`config.mk`:
```
export PLATFORM = sky130hd
export DESIGN_NAME = alu_arbiter_flat
export DESIGN_NICKNAME = d
export VERILOG_FILES = /design/src/rtl/alu_arbiter_if.sv /design/src/rtl/alu_arbiter.sv /design/src/flat_wrapper.sv
export SDC_FILE = /design/constraint.sdc
export NUM_CORES = 1
export LEC_CHECK = 0
export ABC_CLOCK_PERIOD_IN_PS = 3500
export CORE_MARGIN = 2
export CORE_UTILIZATION = 35
export CTS_CLUSTER_SIZE = 14
export DETAILED_ROUTE_END_ITERATION = 12
export PLACE_DENSITY = 0.67
export SLEW_MARGIN = 40
export SYNTH_ARGS = -nofsm -noshare
export SYNTH_HDL_FRONTEND = slang
export SYNTH_SLANG_ARGS = --single-unit
export TNS_END_PERCENT = 50
```
`constraint.sdc`:
```
create_clock -name clk -period 3.5 [get_ports clk]
set_input_delay 1.05 -clock clk [delete_from_list [all_inputs] [get_ports clk]]
set_output_delay 1.05 -clock clk [all_outputs]
set_load 0.02 [all_outputs]
```
`src/rtl/alu_arbiter_if.sv`:
```
// Purpose: request/response bundle between two requesters, one response consumer
//          and the alu_arbiter.
// Signals:
//   req0_valid/req0_ready/req0_op/req0_a/req0_b  requester 0 channel
//   req1_valid/req1_ready/req1_op/req1_a/req1_b  requester 1 channel
//   rsp_valid/rsp_ready/rsp_id/rsp_out/rsp_carry  shared response channel
// Modports: master = requesters + consumer side, slave = arbiter side.
interface alu_arbiter_if #(
    parameter int unsigned W = 4
);
    logic         req0_valid;
    logic         req0_ready;
    logic [2:0]   req0_op;
    logic [W-1:0] req0_a;
    logic [W-1:0] req0_b;

    logic         req1_valid;
    logic         req1_ready;
    logic [2:0]   req1_op;
    logic [W-1:0] req1_a;
    logic [W-1:0] req1_b;

    logic         rsp_valid;
    logic         rsp_ready;
    logic         rsp_id;
    logic [W-1:0] rsp_out;
    logic         rsp_carry;

    modport master (
        output req0_valid, req0_op, req0_a, req0_b,
        output req1_valid, req1_op, req1_a, req1_b,
        output rsp_ready,
        input  req0_ready, req1_ready,
        input  rsp_valid, rsp_id, rsp_out, rsp_carry
    );

    modport slave (
        input  req0_valid, req0_op, req0_a, req0_b,
        input  req1_valid, req1_op, req1_a, req1_b,
        input  rsp_ready,
        output req0_ready, req1_ready,
        output rsp_valid, rsp_id, rsp_out, rsp_carry
    );
endinterface

```
`src/rtl/alu_arbiter.sv`:
```
// Purpose: shares one 4-bit ALU (ADD/EQ/SHR/NEG/AND) between two requesters.
//          Round-robin or fixed-priority grant, one op in flight, registered
//          response tagged with the issuing requester.
// Ports:
//   clk    rising-edge clock
//   rst_n  asynchronous active-low reset
//   bus    alu_arbiter_if slave: two request channels + response channel
//   busy   high whenever the FSM is not idle
module alu_arbiter #(
    parameter bit          RR_EN = 1'b1,
    parameter int unsigned W     = 4
) (
    input  logic          clk,
    input  logic          rst_n,
    alu_arbiter_if.slave  bus,
    output logic          busy
);

    typedef enum logic [1:0] {StIdle, StExec, StResp} state_e;

    state_e       state_q;
    logic         rr_last_q;
    logic [2:0]   op_q;
    logic [W-1:0] a_q;
    logic [W-1:0] b_q;
    logic         id_q;
    logic         rsp_valid_q;
    logic         rsp_id_q;
    logic [W-1:0] rsp_out_q;
    logic         rsp_carry_q;
    logic         busy_q;

    logic         gnt0;
    logic         gnt1;
    logic [W:0]   sum;
    logic [W-1:0] alu_out;

    // Grants only exist in idle; rst_n gating keeps ready low while reset is held.
    always_comb begin
        gnt0 = 1'b0;
        gnt1 = 1'b0;
        if (state_q == StIdle && rst_n) begin
            if (RR_EN) begin
                if (bus.req0_valid && bus.req1_valid) begin
                    // Grant whoever was not served last.
                    gnt0 = rr_last_q;
                    gnt1 = ~rr_last_q;
                end else begin
                    gnt0 = bus.req0_valid;
                    gnt1 = bus.req1_valid;
                end
            end else begin
                gnt0 = bus.req0_valid;
                gnt1 = bus.req1_valid & ~bus.req0_valid;
            end
        end
    end

    assign bus.req0_ready = gnt0;
    assign bus.req1_ready = gnt1;

    // ALU on the latched operands; carry is the add carry regardless of op.
    always_comb begin
        sum = {1'b0, a_q} + {1'b0, b_q};
        case (op_q)
            3'b000:  alu_out = sum[W-1:0];
            3'b001:  alu_out = (a_q == b_q) ? '1 : '0;
            3'b010:  alu_out = a_q >> 1;
            3'b011:  alu_out = (~b_q) + 1'b1;
            3'b100:  alu_out = a_q & b_q;
            default: alu_out = '0;
        endcase
    end

    always_ff @(posedge clk or negedge rst_n) begin
        if (!rst_n) begin
            state_q     <= StIdle;
            rr_last_q   <= 1'b1;
            op_q        <= '0;
            a_q         <= '0;
            b_q         <= '0;
            id_q        <= 1'b0;
            rsp_valid_q <= 1'b0;
            rsp_id_q    <= 1'b0;
            rsp_out_q   <= '0;
            rsp_carry_q <= 1'b0;
            busy_q      <= 1'b0;
        end else begin
            unique case (state_q)
                StIdle: begin
                    if (gnt0 || gnt1) begin
                        op_q      <= gnt1 ? bus.req1_op : bus.req0_op;
                        a_q       <= gnt1 ? bus.req1_a  : bus.req0_a;
                        b_q       <= gnt1 ? bus.req1_b  : bus.req0_b;
                        id_q      <= gnt1;
                        rr_last_q <= gnt1;
                        busy_q    <= 1'b1;
                        state_q   <= StExec;
                    end
                end
                StExec: begin
                    rsp_out_q   <= alu_out;
                    rsp_carry_q <= sum[W];
                    rsp_id_q    <= id_q;
                    rsp_valid_q <= 1'b1;
                    state_q     <= StResp;
                end
                StResp: begin
                    if (bus.rsp_ready) begin
                        rsp_valid_q <= 1'b0;
                        busy_q      <= 1'b0;
                        state_q     <= StIdle;
                    end
                end
                default: state_q <= StIdle;
            endcase
        end
    end

    assign bus.rsp_valid = rsp_valid_q;
    assign bus.rsp_id    = rsp_id_q;
    assign bus.rsp_out   = rsp_out_q;
    assign bus.rsp_carry = rsp_carry_q;
    assign busy          = busy_q;

endmodule

```
`src/flat_wrapper.sv`:
```
// flat-port wrapper written by rule: the top's interface ports become plain ports
module alu_arbiter_flat 
#(
    parameter bit          RR_EN = 1'b1,
    parameter int unsigned W     = 4
)
  (clk, rst_n, busy, bus_req0_valid, bus_req0_op, bus_req0_a, bus_req0_b, bus_req1_valid, bus_req1_op, bus_req1_a, bus_req1_b, bus_rsp_ready, bus_req0_ready, bus_req1_ready, bus_rsp_valid, bus_rsp_id, bus_rsp_out, bus_rsp_carry);
  alu_arbiter_if #(.W(W)) bus_i ();
  input  logic clk;
  input  logic rst_n;
  output logic busy;
  input wire logic [$bits(bus_i.req0_valid)-1:0] bus_req0_valid;
  input wire logic [$bits(bus_i.req0_op)-1:0] bus_req0_op;
  input wire logic [$bits(bus_i.req0_a)-1:0] bus_req0_a;
  input wire logic [$bits(bus_i.req0_b)-1:0] bus_req0_b;
  input wire logic [$bits(bus_i.req1_valid)-1:0] bus_req1_valid;
  input wire logic [$bits(bus_i.req1_op)-1:0] bus_req1_op;
  input wire logic [$bits(bus_i.req1_a)-1:0] bus_req1_a;
  input wire logic [$bits(bus_i.req1_b)-1:0] bus_req1_b;
  input wire logic [$bits(bus_i.rsp_ready)-1:0] bus_rsp_ready;
  output wire logic [$bits(bus_i.req0_ready)-1:0] bus_req0_ready;
  output wire logic [$bits(bus_i.req1_ready)-1:0] bus_req1_ready;
  output wire logic [$bits(bus_i.rsp_valid)-1:0] bus_rsp_valid;
  output wire logic [$bits(bus_i.rsp_id)-1:0] bus_rsp_id;
  output wire logic [$bits(bus_i.rsp_out)-1:0] bus_rsp_out;
  output wire logic [$bits(bus_i.rsp_carry)-1:0] bus_rsp_carry;
  assign bus_i.req0_valid = bus_req0_valid;
  assign bus_i.req0_op = bus_req0_op;
  assign bus_i.req0_a = bus_req0_a;
  assign bus_i.req0_b = bus_req0_b;
  assign bus_i.req1_valid = bus_req1_valid;
  assign bus_i.req1_op = bus_req1_op;
  assign bus_i.req1_a = bus_req1_a;
  assign bus_i.req1_b = bus_req1_b;
  assign bus_i.rsp_ready = bus_rsp_ready;
  assign bus_req0_ready = bus_i.req0_ready;
  assign bus_req1_ready = bus_i.req1_ready;
  assign bus_rsp_valid = bus_i.rsp_valid;
  assign bus_rsp_id = bus_i.rsp_id;
  assign bus_rsp_out = bus_i.rsp_out;
  assign bus_rsp_carry = bus_i.rsp_carry;
  alu_arbiter #(.RR_EN(RR_EN), .W(W)) u_core (.clk(clk), .rst_n(rst_n), .bus(bus_i), .busy(busy));
endmodule
```
==> results.md, run 1 <==
* CTS tree: done
* Maximum VDD drop at 0.000253 V
* Post-synthesis sequential area ratio at 0.442
* RSZ-0062 raised after global routing: false
* CTS max path bufs at 2
* PwrDens at 746 nW/um2
* Sw Ratio at 0.406
* Internal reg-to-reg setup slack at 1.55 ns
* Startpoint types: input pin
* Critical-path cell list: clkdlybuf4s50_1, nor3b_2, buf_4, buf_4, and3_1, clkbuf_2
* Clk Tree Root Cell: clkbuf_8
* Final WL at 2690 um
* Synthesized area at 1310 um2
* Number of synthesis warnings at 0
* # Post-CTS Setup Buffers at 0
* Slowest CP cell: clkdlybuf4s50_1
* F_max at 301 MHz
* Commonest cells in the netlist: 29 x nand2_1, 22 x dfrtp_1, 18 x nor2_1
* Hold path cells at 2
* CP Data Required Time at 2.45 ns
* Flop pwr share at 0.380
* Starting density of the core at 0.360
* Yosys top cell by area: dfrtp_1
* Initial antenna violation count at 0
* Mapped Nets at 184
* Slew @ Worst Pin at 0.449 ns
* Most frequent cell after synthesis: nand2_1
* Layout Area Growth over Synthesis at 35.3%
* Cts hold-fix bufs at 0
* Most common cell on crit path: buf_4
* Final GP Congestion at 0.843
* Int Pwr at 0.784 mW
* Synthesized flop and latch total at 23
* Tcrit/Tclk final at 0.949
* Initial DRC Count at 26
* DR WL/cell at 11.4 um
* Vias at 1132
* FP Rows at 22
* Largest net degree at the start of global routing at 27
* Status: finished, final reports clean
* CP Capture Type: output port
* Die Area at 4240 um2
* Pleak at 0.767 nW
* Final hold slack at 0.480 ns
* CTS Buf Count at 3
* Critical R2R Launch: u_core.b_q[0]
* Worst R2R Path Depth at 6
* Tot GR Track Use at 0.137
* Synth Flop Type: dfrtp_1
* DRC Markers at 0
* Drt first pass iters at 4
* DR vias/cell at 4.80
* Clock Skew at 0.00129 ns
* Final Slew Violations at 0
* Hold Startpoint: u_core.bus.rsp_carry
* Layout cell share with drive strength beyond 1 at 0.0904
* Clock Sinks at 23
* Final Net Count at 222
* Gate Count Post-Synth at 151
* # setup viols final at 0
* RR Endpoint: u_core.bus.rsp_out[2]
* Die W at 65.1 um
* Clock power frac at 0.124
* Number of diodes at 0
* DP HPWL at 2130 um
* Post-synth EDFFs at 0
* Core box area at 3630 um2
* Gate power share at 0.496
* Final Hold Vio Count at 0
* Slowest cell delay on critical path at 0.49 ns
* IO Port Bufs at 36
* Die Height at 65.1 um
* Share of the synthesized area in the top cell type at 0.421
* First-pass GRT wire length at 4600 um
* Max-Cap Viols at 0
* Placed cell area at 1730 um2
* Synth cell types at 34
* Mean Syn Cell Area at 8.65 um2
* Clk slew on worst S/H paths at 0.08 ns
* Crit path time final at 3.32 ns
* Worst-path fanout max at 2
* CP Data Arrival Time at 2.27 ns
* Max-slew headroom at 0.700
* Critical path type: input pin to output port
* Global route overflow at 0
* Worst Hold End: u_core.bus.rsp_carry
* Final ANT Viol Nets at 0
* Psw at 0.535 mW
* Vias in the first global route at 1073
* Htree depth at 1
* Synth top area cells: dfrtp_1 42%, nand2_1 8.3%, a31oi_1 6.7%, nor2_1 5.2%, ha_1 4.8%
* Final instance area at 1770 um2
* Top Ports at 37
* Async S/R FF share, synth at 1.00
* Worst-Skew Late Latency at 0.26 ns
* Hold Path Class: flop to flop
==> cells by family after synthesis <==
kind of cell             Yosys count  share of synthesized area
flip-flops                        23                      0.442
buffers and inverters             17                     0.0565
adder cells (fa/ha/maj)            6                     0.0632
AO/OA/AOI/OAI                     40                      0.192
AND/OR/NAND/NOR                   60                      0.213
XOR/XNOR                           4                     0.0268
multiplexers                       1                    0.00766
==> stage by stage <==
step	util	setup TNS, ns	worst slack [ns]	power [mW]	std cells
3_3_place_gp	0.476	-0.733	-0.380	1.13	232
6_report	0.487	0	0.180	1.32	236
3_5_place_dp	0.476	-0.636	-0.341	1.17	232
2_1_floorplan	-	0	0.637	0.949	151
5_1_grt	0.487	0	0.109	1.44	236
4_1_cts	0.489	0	0.0171	1.33	236
==> power by group through the flow <==
stage / clock [mW] / combinational, mW / sequential [mW]
2_1_floorplan: 0 / 0.449 / 0.500
3_5_place_dp: 0 / 0.659 / 0.508
3_3_place_gp: 0 / 0.636 / 0.499
4_1_cts: 0.169 / 0.661 / 0.503
6_report: 0.163 / 0.654 / 0.502
5_1_grt: 0.176 / 0.733 / 0.528
==> repair_timing <==
action                     CTS  global route
resized for setup            4             3
setup endpoints to repair    2             2
cloned                       0             0
==> worst max-delay path: cells and delay by family <==
family        cells  cell delay, ns
simple gates      2            0.34
buf+inv           4            0.88
==> worst max-delay path by stage <==
| stage | startpoint | to | slack [ns] |
|---|---|---|---|
| after global routing | rst_n | bus_req0_ready | 0.11 |
| after floorplan | rst_n | bus_req1_ready | 0.64 |
| after detailed placement | rst_n | bus_req0_ready | -0.34 |
| after CTS | rst_n | bus_req0_ready | 0.02 |
| after global placement | rst_n | bus_req0_ready | -0.38 |
| final | rst_n | bus_req0_ready | 0.18 |
==> cell usage in the layout (no fill, tap or decap), types with 2 or more instances in the layout <==
cell / n
a21o_1: 3
a21oi_1: 8
a31oi_1: 14
buf_4: 6
clkbuf_2: 2
clkbuf_8: 3
clkdlybuf4s50_1: 34
dfrtp_1: 22
ha_1: 5
inv_1: 8
nand2_1: 29
nand2b_1: 2
nand3_1: 3
nor2_1: 18
o21ai_0: 8
xnor2_1: 2
xor2_1: 2
==> layer usage <==
metal / vias to the layer above / GRT usage / part of all wire
met2: 34 / 0.236 / 0.47
met5: - / 0 / 0
li1: 593 / - / -
met4: 0 / 0.0547 / 0.014
met1: 502 / 0.175 / 0.46
met3: 3 / 0.0188 / 0.052
==> final cells by class <==
type / instances / area [um2]
clock buffers: 4 / 45.0
flip-flops and latches: 23 / 577
inverters: 8 / 30.0
multi-input cells: 111 / 661
fillers: 374 / 1870
well taps: 48 / 60.1
repair buffers: 42 / 395
==> sequential cells by signal, summed over array words and instances (netlist names) <==
| name | count |
|---|---|
| u_core.bus.rsp_valid | 1 |
| u_core.bus.rsp_carry | 1 |
| u_core.op_q | 3 |
| u_core.bus.rsp_id | 1 |
| u_core.a_q | 4 |
| u_core.bus.rsp_out | 4 |
| u_core.rr_last_q | 1 |
| u_core.b_q | 4 |
| u_core.state_q | 2 |
| u_core.busy | 1 |
| u_core.id_q | 1 |
No activity file was read; power rests on OpenSTA's default activity.
==> run 2, diff against run 1 <==
--- a/config.mk
+++ b/config.mk
@@ -8,9 +8,11 @@
 export ABC_CLOCK_PERIOD_IN_PS = 3500
 export CORE_MARGIN = 2
 export CORE_UTILIZATION = 35
+export CTS_CLUSTER_DIAMETER = 100
 export CTS_CLUSTER_SIZE = 14
 export DETAILED_ROUTE_END_ITERATION = 12
 export PLACE_DENSITY = 0.67
+export SETUP_SLACK_MARGIN = 0.4
 export SLEW_MARGIN = 40
 export SYNTH_ARGS = -nofsm -noshare
 export SYNTH_HDL_FRONTEND = slang
==> run 2 against run 1 <==
Wire length up 0.37%. Sequential share of layout area down 0.21 points. Clock skew about the same. Maximum frequency up 9.7%. Total power up 0.48%. Sequential power about the same. Combinational power up 0.8%. First-iteration DRC count down 12%. Count of clock-buffer cells in the layout unchanged. Worst setup slack better by 0.29 ns. Clock power about the same. Highest routed layer unchanged.
==> results.md, run 2 (synthesis gave the netlist of run 1 again) <==
* Status: finished, final reports clean
* Die Area at 4240 um2
* Fill count at 375
* Slew @ Worst Pin at 0.448 ns
* Tcrit/Tclk final at 0.865
* Initial antenna violation count at 0
* Worst-path fanout max at 2
* Hold Path Class: flop to flop
* Drt first pass iters at 4
* CP Capture Type: output port
* Final WL at 2700 um
* Final GP Congestion at 0.843
* Buf/Inv on CP at 4
* Layout Area Growth over Synthesis at 36.2%
* Worst-Skew Late Latency at 0.26 ns
* DR vias/cell at 4.83
* Crit path time final at 3.03 ns
* # placed instances at 232
* F_max at 330 MHz
* IO Port Bufs at 36
* RR Endpoint: u_core.bus.rsp_out[2]
* CTS Buf Count at 3
* DR WL/cell at 11.4 um
* # Post-CTS Setup Buffers at 0
* Most common cell after layout, fill and taps aside: clkdlybuf4s50_1
* Slowest cell delay on critical path at 0.20 ns
* Startpoint types: input pin
* CP Data Required Time at 2.45 ns
* Clk slew on worst S/H paths at 0.08 ns
* Critical-path cell list: clkdlybuf4s15_1, nor3b_4, buf_4, buf_4, and3_1, buf_4
* Critical R2R Launch: u_core.b_q[0]
* First-pass GRT wire length at 4600 um
* Final Hold Vio Count at 0
* DP HPWL at 2130 um
* Commonest cells after routing, fill and taps aside: 33 x clkdlybuf4s50_1, 29 x nand2_1, 22 x dfrtp_1
* CP delay by family, top: buffers and inverters
* Initial DRC Count at 23
* Number of diodes at 0
* Internal reg-to-reg setup slack at 1.55 ns
* Layout Cells excl Fill at 236
* Pleak at 0.770 nW
* Hold Startpoint: u_core.bus.rsp_carry
* DRC Markers at 0
* Maximum VDD drop at 0.000257 V
* Final core occ at 0.490
* Final Net Count at 222
* Clock Sinks at 23
* FP Rows at 22
* Clock Skew at 0.00137 ns
* Starting density of the core at 0.360
* Setup TNS at 0 ns
* Die Height at 65.1 um
* PwrDens at 745 nW/um2
* Final hold slack at 0.480 ns
* Max-Cap Viols at 0
* Final ANT Viol Nets at 0
* Worst R2R Path Depth at 6
* Top Ports at 37
* Clk Tree Root Cell: clkbuf_8
* Max-slew headroom at 0.701
* Vias at 1140
* Tot GR Track Use at 0.137
* Cts hold-fix bufs at 0
* Register area at 577 um2
* Largest net degree at the start of global routing at 27
* Vias in the first global route at 1073
* Core box area at 3630 um2
* Most common cell on crit path: buf_4
* Slowest CP cell: clkdlybuf4s15_1
* Worst Hold End: u_core.bus.rsp_carry
* Multi-input gate area in the final layout at 667 um2
* Final Slew Violations at 0
* Layout cell share with drive strength beyond 1 at 0.0904
* CTS tree: done
* CTS max path bufs at 2
* Hold path cells at 2
* # setup viols final at 0
* Global route overflow at 0
* RSZ-0062 raised after global routing: false
* Htree depth at 1
* CP Data Arrival Time at 1.98 ns
* Critical path type: input pin to output port
* Die W at 65.1 um
[run 2: per-stage QoR]
| step | total power [mW] | worst slack [ns] | instance area, um2 |
|---|---|---|---|
| floorplan | 0.949 | 0.637 | 1310 |
| global placement | 1.13 | -0.380 | 1730 |
| detailed placement | 1.17 | -0.341 | 1730 |
| CTS | 1.33 | 0.410 | 1770 |
| global route | 1.44 | 0.424 | 1780 |
| finish | 1.33 | 0.474 | 1780 |
[run 2: area by class of cell]
class | count | share of cell area
Tap cell | 48 | 0.0338
Sequential cell | 23 | 0.324
Timing Repair Buffer | 42 | 0.225
Clock buffer | 4 | 0.0253
Multi-Input combinational cell | 111 | 0.375
Inverter | 8 | 0.0169
[run 2: where the power goes]
part	leakage, nW	total [mW]	internal [mW]	switching, mW
sequential	0.271	0.504	0.379	0.125
combinational	0.477	0.659	0.327	0.332
clock	0.0228	0.163	0.0813	0.0816
total	0.770	1.33	0.787	0.538
[run 2: timing repair]
action | in CTS | in global routing
endpoints found under the setup margin | 2 | 2
cloned | 0 | 0
resized for setup | 11 | 3
[run 2: worst max-delay path by stage]
stage / from / end / cells after the start / slack (ns)
floorplan: rst_n / bus_req1_ready / 4 / 0.64
global placement: rst_n / bus_req0_ready / 6 / -0.38
detailed placement: rst_n / bus_req0_ready / 6 / -0.34
CTS: rst_n / bus_req0_ready / 6 / 0.41
global route: rst_n / bus_req0_ready / 6 / 0.42
finish: rst_n / bus_req0_ready / 6 / 0.47
[run 2: layer usage]
metal,track usage,wire length [um],share of wire
met1,0.175,1240,0.46
met2,0.236,1260,0.47
met3,0.0188,159,0.059
met4,0.0547,38,0.014
met5,0,0,0
[run 2: tightest hold or removal path, cell delays in order, from the launching register on]
cell and delay (ns):
dfrtp_1 0.35, nand2_1 0.04, o21ai_0 0.06
